===== src/rtl/uart_pkg.sv =====
// Shared UART definitions: FSM state encoding, line constants
// and the prescale clamp used by both receiver and transmitter.
package uart_pkg;

    typedef enum logic [2:0] {
        ST_IDLE   = 3'd0,
        ST_START  = 3'd1,
        ST_DATA   = 3'd2,
        ST_PARITY = 3'd3,
        ST_STOP   = 3'd4
    } uart_state_e;

    localparam logic [15:0] UART_MIN_PRESCALE = 16'd4;
    localparam logic        UART_IDLE_LEVEL   = 1'b1;

    function automatic logic [15:0] uart_clamp(input logic [15:0] p);
        return (p < UART_MIN_PRESCALE) ? UART_MIN_PRESCALE : p;
    endfunction

endpackage


===== src/rtl/uart_sync.sv =====
// Multi-flop synchronizer for the asynchronous rx line.
// Resets to the idle line level so reset never fakes a start bit.
module uart_sync
    import uart_pkg::*;
#(
    parameter int STAGES = 2
) (
    input  logic clk,
    input  logic reset,
    input  logic d,
    output logic q
);

    logic [STAGES-1:0] ff;

    always_ff @(posedge clk or negedge reset) begin
        if (!reset) begin
            ff <= {STAGES{UART_IDLE_LEVEL}};
        end else begin
            ff <= {ff[STAGES-2:0], d};
        end
    end

    assign q = ff[STAGES-1];

endmodule


===== src/rtl/uart_receiver.sv =====
// UART receiver: 8N1-style frames, mid-bit sampling, latched prescale.
// Define UART_RX_PARITY_EN to add an even-parity bit before the stop bit.
module uart_receiver
    import uart_pkg::*;
#(
    parameter int DATA_BITS   = 8,
    parameter int SYNC_STAGES = 2
) (
    input  logic                 clk,
    input  logic                 reset,
    input  logic [15:0]          prescale,
    input  logic                 rx,
    output logic [DATA_BITS-1:0] rx_data,
    output logic                 rx_valid,
    output logic                 rx_busy,
    output logic                 rx_error
);

    localparam logic [2:0] S_IDLE   = ST_IDLE;
    localparam logic [2:0] S_START  = ST_START;
    localparam logic [2:0] S_DATA   = ST_DATA;
    localparam logic [2:0] S_STOP   = ST_STOP;
`ifdef UART_RX_PARITY_EN
    localparam logic [2:0] S_PARITY = ST_PARITY;
`endif
    localparam logic [3:0] LAST_BIT = 4'(DATA_BITS - 1);

    logic                   rx_s;
    logic                   rx_prev;
    logic                   armed;
    logic [SYNC_STAGES-1:0] warm;
    logic [2:0]             state;
    logic [15:0]            p_lat;
    logic [15:0]            cnt;
    logic [15:0]            p_in;
    logic [3:0]             bit_cnt;
    logic [DATA_BITS-1:0]   shreg;
    logic                   tick;
    logic                   fall;
    logic                   warm_ok;
    logic                   perr;

    uart_sync #(.STAGES(SYNC_STAGES)) u_sync (
        .clk   (clk),
        .reset (reset),
        .d     (rx),
        .q     (rx_s)
    );

    assign p_in    = uart_clamp(prescale);
    assign tick    = (cnt == 16'd0);
    assign warm_ok = warm[SYNC_STAGES-1];
    assign fall    = armed & rx_prev & ~rx_s;
    assign rx_busy = (state != S_IDLE);

`ifndef UART_RX_PARITY_EN
    assign perr = 1'b0;
`endif

    always_ff @(posedge clk or negedge reset) begin
        if (!reset) begin
            state    <= S_IDLE;
            rx_prev  <= UART_IDLE_LEVEL;
            warm     <= '0;
            armed    <= 1'b0;
            p_lat    <= '0;
            cnt      <= '0;
            bit_cnt  <= '0;
            shreg    <= '0;
            rx_data  <= '0;
            rx_valid <= 1'b0;
            rx_error <= 1'b0;
`ifdef UART_RX_PARITY_EN
            perr     <= 1'b0;
`endif
        end else begin
            rx_prev  <= rx_s;
            warm     <= {warm[SYNC_STAGES-2:0], 1'b1};
            rx_valid <= 1'b0;
            rx_error <= 1'b0;
            case (state)
                S_IDLE: begin
                    if (fall) begin
                        p_lat <= p_in;
                        cnt   <= (p_in >> 1) - 16'd1;
                        state <= S_START;
                    end else if (!armed) begin
                        // Re-arm only after two idle bit periods of real high line
                        if (!warm_ok || !rx_s) begin
                            cnt     <= p_in - 16'd1;
                            bit_cnt <= '0;
                        end else if (tick) begin
                            if (bit_cnt == 4'd1) armed <= 1'b1;
                            bit_cnt <= bit_cnt + 4'd1;
                            cnt     <= p_in - 16'd1;
                        end else begin
                            cnt <= cnt - 16'd1;
                        end
                    end
                end
                S_START: begin
                    if (!tick) begin
                        cnt <= cnt - 16'd1;
                    end else if (rx_s) begin
                        state <= S_IDLE;
                    end else begin
                        cnt     <= p_lat - 16'd1;
                        bit_cnt <= '0;
                        state   <= S_DATA;
                    end
                end
                S_DATA: begin
                    if (!tick) begin
                        cnt <= cnt - 16'd1;
                    end else begin
                        shreg <= {rx_s, shreg[DATA_BITS-1:1]};
                        cnt   <= p_lat - 16'd1;
                        if (bit_cnt == LAST_BIT) begin
`ifdef UART_RX_PARITY_EN
                            state <= S_PARITY;
`else
                            state <= S_STOP;
`endif
                        end else begin
                            bit_cnt <= bit_cnt + 4'd1;
                        end
                    end
                end
`ifdef UART_RX_PARITY_EN
                S_PARITY: begin
                    if (!tick) begin
                        cnt <= cnt - 16'd1;
                    end else begin
                        perr  <= rx_s ^ (^shreg);
                        cnt   <= p_lat - 16'd1;
                        state <= S_STOP;
                    end
                end
`endif
                S_STOP: begin
                    if (!tick) begin
                        cnt <= cnt - 16'd1;
                    end else begin
                        state <= S_IDLE;
                        if (rx_s && !perr) begin
                            rx_data  <= shreg;
                            rx_valid <= 1'b1;
                        end else begin
                            rx_error <= 1'b1;
                            if (!rx_s) armed <= 1'b0;
                        end
                    end
                end
                default: state <= S_IDLE;
            endcase
        end
    end

endmodule


===== config.mk =====
export PLATFORM = sky130hd
export DESIGN_NAME = uart_receiver
export DESIGN_NICKNAME = d
export VERILOG_FILES = /design/src/rtl/uart_pkg.sv /design/src/rtl/uart_sync.sv /design/src/rtl/uart_receiver.sv
export SDC_FILE = /design/constraint.sdc
export NUM_CORES = 1
export LEC_CHECK = 0
export CORE_MARGIN = 1.5
export CORE_UTILIZATION = 60
export DETAILED_ROUTE_END_ITERATION = 8
export PLACE_DENSITY = 0.8
export SLEW_MARGIN = 40
export SYNTH_ARGS = -nofsm -noshare
export SYNTH_HDL_FRONTEND = slang
export SYNTH_SLANG_ARGS = --single-unit
export TNS_END_PERCENT = 30

===== constraint.sdc =====
create_clock -name clk -period 4 [get_ports clk]
set_input_delay 1 -clock clk [delete_from_list [all_inputs] [get_ports clk]]
set_output_delay 1 -clock clk [all_outputs]
set_load 0.01 [all_outputs]

# --- After elaboration in Yosys (flattened, before gate mapping) ---
# Index checks and enable logic that the tools add are counted.
op_classes:
  div_mod_pow: 0
  magnitude_cmp: 1
  n_eq_ne: 19
  mul: 0
  add_sub_neg: 5
  n_reduce_logical: 16
  n_shift: 0
  bitwise: 3
  mux: 40
ops:
  columns: ["cell", "count"]
  rows:
  - ["two-way mux 16 bit", 9]
  - ["one-hot mux 16 bit (4 select lines)", 1]
  - ["subtractor 16 x 1 -> 16 bit, second input constant", 3]
  - ["two-way mux 4 bit", 8]
  - ["inequality test 2 bit, second input constant", 11]
  - ["logical NOT 16 bit", 1]
  - ["< comparator 16 x 3 -> 1 bit, second input constant", 1]
  - ["subtractor 15 x 1 -> 16 bit, second input constant", 1]
  - ["two-way mux 3 bit", 5]
  - ["two-way mux 1 bit", 13]
  - ["one-hot mux 3 bit (4 select lines)", 1]
  - ["one-hot mux 4 bit (3 select lines)", 1]
  - ["inequality test 3 bit, second input constant", 3]
  - ["AND reduction 4 bit", 2]
  - ["AND reduction 8 bit", 1]
  - ["nonzero test 3 bit", 2]
  - ["AND reduction 5 bit", 1]
  - ["adder 4 x 1 -> 4 bit, second input constant", 1]
  - ["== test 4 x 1 -> 1 bit, second input constant", 1]
  - ["== test 4 x 3 -> 1 bit, second input constant", 1]
  - ["AND reduction 2 bit", 2]
  - ["nonzero test 4 bit", 1]
  - ["== test 3 x 1 -> 1 bit, second input constant", 1]
  - ["== test 3 x 2 -> 1 bit, second input constant", 1]
  - ["10 further kinds", 12]
word_totals:
  output_inout_bits: 11
  wordCells: 96
  register_bits: 63
  in_bits: 19
  n_memories: 0
  rom_bits: 0
  latchBits: 0
  mem_bits_rw: 0

# --- Longest topological paths before layout ---
# Gate-level depths: netlist of run 1.
logic_depth:
  word_depth: 8
  depth_mapped: 13
  mapped_depth_nobuf: 12

# --- Cells and area by module ---
# From an unflattened synthesis of run 1, not the netlist that was laid out.
unflattened:
  cells_unflattened: 498
  hier_area_um2: 4501.8
by_module_without_submodules:
  columns: ["mod", "cells_per_inst", "n_inst", "seq_area_each_um2", "area_per_inst_um2"]
  rows:
  - ["uart_receiver", 496, 1, 1527.7, 4449.3]
  - ["uart_sync", 2, 1, 52.6, 52.6]

# --- Worst setup path before layout of run 1 ---
# No wires, ideal clock.
synth_timing:
  path_type: "in2reg"
  from: "input prescale[6]"
  to: "register cnt[3]"
  path_buffers: 1
  required_time_ns: 3.862
  path_slack_ns: 0.269
  arrival_time_ns: 3.593
  cell_stages: 13
  path_cell_list: "clkbuf_1 -> nor4_2 -> nand2_1 -> nor3_1 -> a21oi_1 -> ha_1 -> nor2b_1 -> nand2_1 -> a31oi_1 -> a21oi_1 -> nor2_1 -> a2111oi_0 -> o21ai_0"
synth_via:
  elab_chain_len: 8
  word_cells_on_any_way: 9
  classes_between: "add/sub (2); order compare (1); mux (6)"
synth_lines:
  columns: ["element", "line_no", "rtl"]
  rows:
  - ["from (decl)", "uart_receiver.sv:11", "input logic [15:0] prescale,"]
  - ["< comparator 16 x 3 -> 1 bit *", "uart_pkg.sv:17", "return (p < UART_MIN_PRESCALE) ? UART_MIN_PRESCALE : p;"]
  - ["two-way mux 16 bit *", "uart_pkg.sv:17", null]
  - ["subtractor 16 x 1 -> 16 bit", "uart_receiver.sv:90, uart_receiver.sv:95", null]
  - ["two-way mux 16 bit", "uart_receiver.sv:92", "end else if (tick) begin"]
  - ["two-way mux 16 bit", "uart_receiver.sv:89", "if (!warm_ok || !rx_s) begin"]
  - ["two-way mux 16 bit", "uart_receiver.sv:87", "end else if (!armed) begin"]
  - ["two-way mux 16 bit *", "uart_receiver.sv:83", "if (fall) begin"]
  - ["one-hot mux 16 bit (4 select lines) *", "uart_receiver.sv:81", "case (state)"]
  - ["to (signal assigned)", "uart_receiver.sv:85", "cnt <= (p_in >> 1) - 16'd1;"]
  - ["to (signal assigned)", "uart_receiver.sv:90", "cnt <= p_in - 16'd1;"]
  - ["to (signal assigned)", "uart_receiver.sv:95", "cnt <= p_in - 16'd1;"]
  - ["to (decl)", "uart_receiver.sv:34", "logic [15:0] cnt;"]
# Mark *: on every way between the ends. The rest lies on a longest branch, timed or not. The select of a mux whose other input is x is not followed.
# A chain may end at the register's enable or synchronous reset.

# --- Worst setup path in the final report of run 1 ---
layout_timing:
  from: "input prescale[14]"
  to: "register cnt[7]"
# The elaborated chain is that of the path after synthesis.

==> results of run 1 <==
## Yosys cell counts (16+ instances only)
library cell / n
sky130_fd_sc_hd__nand3_1: 16
sky130_fd_sc_hd__inv_1: 16
sky130_fd_sc_hd__dfrtp_1: 60
sky130_fd_sc_hd__nor3_1: 25
sky130_fd_sc_hd__o21ai_0: 32
sky130_fd_sc_hd__clkbuf_1: 21
sky130_fd_sc_hd__nor2_1: 46
sky130_fd_sc_hd__nand2_1: 75
sky130_fd_sc_hd__xor2_1: 19
sky130_fd_sc_hd__mux2_2: 17
sky130_fd_sc_hd__a21oi_1: 22
sky130_fd_sc_hd__xnor2_1: 29
## final cells by class
cell class	count	area share [%]
Clock buffer	9	2.45
Multi-Input combinational cell	410	51.6
Sequential cell	63	31.3
Timing Repair Buffer	58	9.97
Clock inverter	7	1.14
Inverter	16	1.19
Tap cell	96	2.38
## routing by layer
metal  up-vias  routed length [um]
met5         -                   0
met4         0                 430
met3        42                1420
met2       304                5950
met1      1974                5550
li1       1943                   -
## through the flow
| stage | hold slack [ns] | cells |
|---|---|---|
| after floorplan | 0.331 | 519 |
| after detailed placement | 0.341 | 643 |
| after CTS | 0.358 | 659 |
| final | 0.356 | 659 |
| after global placement | 0.334 | 643 |
| after global routing | 0.362 | 659 |
## sequential cells by signal, indices dropped and copies added (netlist names)
| register | count |
|---|---|
| cnt | 16 |
| p_lat | 16 |
| rx_data | 8 |
| shreg | 8 |
| bit_cnt | 4 |
| state | 3 |
| u_sync.ff | 2 |
| warm | 2 |
| armed | 1 |
| rx_error | 1 |
| rx_prev | 1 |
| rx_valid | 1 |
## logic make-up (layout without fill, tap and decap cells)
family	count (synthesis)	after routing
adder cells (fa/ha/maj)	8	8
other	1	1
buffers and inverters	46	90
AO/OA/AOI/OAI	116	116
AND/OR/NAND/NOR	219	219
XOR/XNOR	48	48
multiplexers	18	18
flip-flops	63	63
## worst max-delay path, delay by kind of cell
kind	cells	cell delay, ns
AND/OR/NAND/NOR	6	1.23
AO/OA/AOI/OAI	5	1.05
adder cells (fa/ha/maj)	1	0.22
buffers and inverters	1	0.45
## power by group through the flow
stage / registers, mW / logic, mW / clock network [mW]
floorplan: 0.964 / 0.844 / 0
global placement: 1.05 / 1.04 / 0
detailed placement: 1.06 / 1.07 / 0
CTS: 1.05 / 1.08 / 0.527
global route: 1.09 / 1.22 / 0.547
finish: 1.06 / 1.11 / 0.522
## final timing paths
check | to | cells after the start | from | slack, ns
setup / recovery | cnt[7] | 13 | prescale[14] | 0.27
min in group asynchronous | cnt[7] | 1 | reset | 0.58
setup reg to reg | cnt[10] | 8 | cnt[0] | 0.64
hold reg to reg | warm[1] | 0 | warm[0] | 0.36
hold / removal | warm[1] | 0 | warm[0] | 0.36
max in group asynchronous | u_sync.ff[0] | 2 | reset | 2.63
## what timing repair did
action                                  CTS  global route
setup buffers                             0             0
hold buffers                              0             0
resized for setup                         0             2
endpoints found under the setup margin    0             3
==> impl_metrics.xml, run 1 <==
<?xml version="1.0" encoding="UTF-8"?>
<metrics>
  <group name="floorplanning">
    <metric name="fp.coreArea" unit="sq um">6910</metric>
    <metric name="floorplan.io_pins" unit="">30</metric>
    <metric name="dieArea" unit="sq um">7790</metric>
    <metric name="chip_width" unit="um">88.2</metric>
    <metric name="rows" unit="">30</metric>
    <metric name="initial_core_util" unit="%">63.1</metric>
    <metric name="die_h" unit="um">88.2</metric>
  </group>
  <group name="clock_tree">
    <metric name="buffer_cell_driving_the_clock_tree_root" unit="">sky130_fd_sc_hd__clkbuf_8</metric>
    <metric name="max-clock-path-buffers" unit="">2</metric>
    <metric name="worst_skew_pair.late_latency" unit="ns">0.36</metric>
    <metric name="numCtsBuffers" unit="">9</metric>
    <metric name="h_tree_levels" unit="">3</metric>
    <metric name="clk_transition_reported_paths" unit="ns">0.08</metric>
    <metric name="clock-sinks" unit="">63</metric>
    <metric name="clock_tree_from_tritoncts" unit="">built</metric>
  </group>
  <group name="synth">
    <metric name="synth-adder-area-share" unit="%">2.24</metric>
    <metric name="syn_nets" unit="">545</metric>
    <metric name="postSynthCellCount" unit="">519</metric>
    <metric name="synth.mux.area_fraction" unit="%">4.62</metric>
    <metric name="syn-mean-instance-area" unit="sq um">8.40</metric>
    <metric name="synth_edf_count" unit="">0</metric>
    <metric name="ys_warn_count" unit="">0</metric>
    <metric name="synth_cell_types" unit="">67</metric>
    <metric name="synthXorXnorAreaFrac" unit="%">9.64</metric>
    <metric name="largest_family_of_logic_cells_by_synthesized_area" unit="">simple AND/OR/NAND/NOR gates</metric>
    <metric name="top_ff_cell_synth" unit="">sky130_fd_sc_hd__dfrtp_1</metric>
    <metric name="post_synth_and_or_nand_nor_area_fraction" unit="%">24.7</metric>
    <metric name="netlist_top_cells_area" unit="">sky130_fd_sc_hd__dfrtp_1 (34%), sky130_fd_sc_hd__nand2_1 (6.5%), sky130_fd_sc_hd__xnor2_1 (5.8%)</metric>
    <metric name="synth_compound_gate_area_share" unit="%">17.8</metric>
    <metric name="synth_top_cell_by_area" unit="">sky130_fd_sc_hd__dfrtp_1</metric>
    <metric name="yosysTopAreaCellShare" unit="%">34.4</metric>
    <metric name="yosysSeqAreaShare" unit="%">36.3</metric>
    <metric name="syn_std_cell_area" unit="sq um">4360</metric>
    <metric name="synth-async-reset-ratio" unit="%">100</metric>
    <metric name="synth_seq_cells" unit="">63</metric>
  </group>
  <group name="pwr">
    <metric name="share_comb_of_total_power" unit="%">41.2</metric>
    <metric name="peakVddDrop" unit="uV">288</metric>
    <metric name="p_sw_share" unit="%">44.4</metric>
    <metric name="switchingPower" unit="mW">1.20</metric>
    <metric name="power_per_cell_area" unit="nW/um^2">534</metric>
    <metric name="power_leakage" unit="nW">2.11</metric>
    <metric name="fin_total_pwr" unit="mW">2.70</metric>
    <metric name="power.share.sequential" unit="%">39.5</metric>
    <metric name="proportion_of_power_drawn_by_the_clock_network" unit="%">19.4</metric>
    <metric name="internal_power_component" unit="mW">1.50</metric>
  </group>
  <group name="final_layout">
    <metric name="post_route_cells_drive_above_1_share" unit="%">14.9</metric>
    <metric name="design.final.nets" unit="">584</metric>
    <metric name="antennaDiodeCount" unit="">0</metric>
    <metric name="leading_cell_types_in_the_layout_fill_and_taps_excluded" unit="">sky130_fd_sc_hd__nand2_1 (75), sky130_fd_sc_hd__dfrtp_1 (60), sky130_fd_sc_hd__nor2_1 (44), sky130_fd_sc_hd__o21ai_0 (32)</metric>
    <metric name="fill_cells" unit="">550</metric>
    <metric name="layout-area-overhead-vs-synth" unit="%">15.8</metric>
    <metric name="finish.instance_area" unit="sq um">5050</metric>
    <metric name="area_of_the_multi_input_gates" unit="sq um">2600</metric>
    <metric name="postLayoutCoreUtil" unit="%">73.1</metric>
    <metric name="mostFrequentLayoutCell" unit="">sky130_fd_sc_hd__nand2_1</metric>
    <metric name="regArea" unit="sq um">1580</metric>
  </group>
  <group name="outcome">
    <metric name="run_status" unit="">finished clean</metric>
  </group>
  <group name="placement">
    <metric name="post-place-ws" unit="ns">-0.132</metric>
    <metric name="finalWeightedCongestion" unit="">1.02</metric>
    <metric name="port_buffers" unit="">29</metric>
    <metric name="dp_hpwl" unit="um">9900</metric>
    <metric name="post_dp_cell_area" unit="sq um">4850</metric>
  </group>
  <group name="sta">
    <metric name="rsz0062_at_grt" unit="">no</metric>
    <metric name="setup_slack" unit="ns">0.270</metric>
    <metric name="tightestPinTransition" unit="ns">0.804</metric>
    <metric name="final_hold_viol_count" unit="">0</metric>
    <metric name="slew_headroom" unit="%">46.2</metric>
    <metric name="total_negative_slack" unit="ns">0</metric>
    <metric name="post_layout_min_period" unit="ns">3.73</metric>
    <metric name="timing.final.max_slew_violations" unit="">0</metric>
    <metric name="post-route-period-util" unit="%">93.3</metric>
    <metric name="clock.fmax" unit="MHz">268</metric>
    <metric name="clock-skew-final" unit="ns">0.0131</metric>
    <metric name="setup_violations" unit="">0</metric>
  </group>
  <group name="global_route">
    <metric name="grt_overflow_total" unit="">0</metric>
    <metric name="grt_util_met3" unit="%">6.90</metric>
    <metric name="global_route.usage.total" unit="%">36.7</metric>
    <metric name="grt.met1_usage" unit="%">51.7</metric>
    <metric name="groute.layer.met2.usage" unit="%">56.1</metric>
    <metric name="wire_length_of_the_first_global_routing_pass" unit="um">21400</metric>
    <metric name="global_route.peak_usage_layer" unit="">met2</metric>
    <metric name="antenna_found_initial" unit="">0</metric>
    <metric name="grt_max_degree" unit="">30</metric>
    <metric name="number_of_global_route_vias_before_repair" unit="">3935</metric>
  </group>
  <group name="drt">
    <metric name="num_vias" unit="">4263</metric>
    <metric name="remaining_drc_errors" unit="">0</metric>
    <metric name="route.final.wire_length" unit="um">13300</metric>
    <metric name="drtIter0Drc" unit="">598</metric>
    <metric name="drt.antenna.violating_nets" unit="">0</metric>
    <metric name="detail_route.wl_per_cell" unit="um">20.2</metric>
    <metric name="first_pass_iters" unit="">6</metric>
    <metric name="routed_via_density" unit="">6.47</metric>
  </group>
  <group name="run">
    <metric name="cap_viol_max_count" unit="">0</metric>
  </group>
  <group name="setup_path">
    <metric name="required" unit="ns">4.22</metric>
    <metric name="slowest_stage" unit="">sky130_fd_sc_hd__or4_1</metric>
    <metric name="critical-path-top-cell-by-count" unit="">sky130_fd_sc_hd__o21ai_0</metric>
    <metric name="end_kind" unit="">register</metric>
    <metric name="worstPathMaxFanout" unit="">4</metric>
    <metric name="sequence_of_cells_on_the_critical_path" unit="">clkdlybuf4s50_1 &gt; or4_1 &gt; nor2_1 &gt; nand3_1 &gt; nand2_1 &gt; ha_1 &gt; nand2b_1 &gt; o21ai_0 &gt; a31oi_2 &gt; a21oi_1 &gt; nor4_1 &gt; a211oi_1 &gt; o21ai_0</metric>
    <metric name="path_class" unit="">primary input to register</metric>
    <metric name="crit_path_start_kind" unit="">primary input</metric>
    <metric name="arrival" unit="ns">3.95</metric>
    <metric name="slowest_delay" unit="ns">0.58</metric>
  </group>
  <group name="min_path">
    <metric name="holdCritPathClass" unit="">register to register</metric>
  </group>
</metrics>
Power figures use the tool's default switching activity.
==> inputs of run 2 (changes only) <==
--- a/config.mk
+++ b/config.mk
@@ -8,6 +8,7 @@
 export CORE_MARGIN = 1.5
 export CORE_UTILIZATION = 60
 export DETAILED_ROUTE_END_ITERATION = 8
+export HOLD_SLACK_MARGIN = 0.03
 export PLACE_DENSITY = 0.8
 export SLEW_MARGIN = 40
 export SYNTH_ARGS = -nofsm -noshare
==> results of run 2 <==
Same layout as run 1: the final DEF is identical, and so are final timing and power.
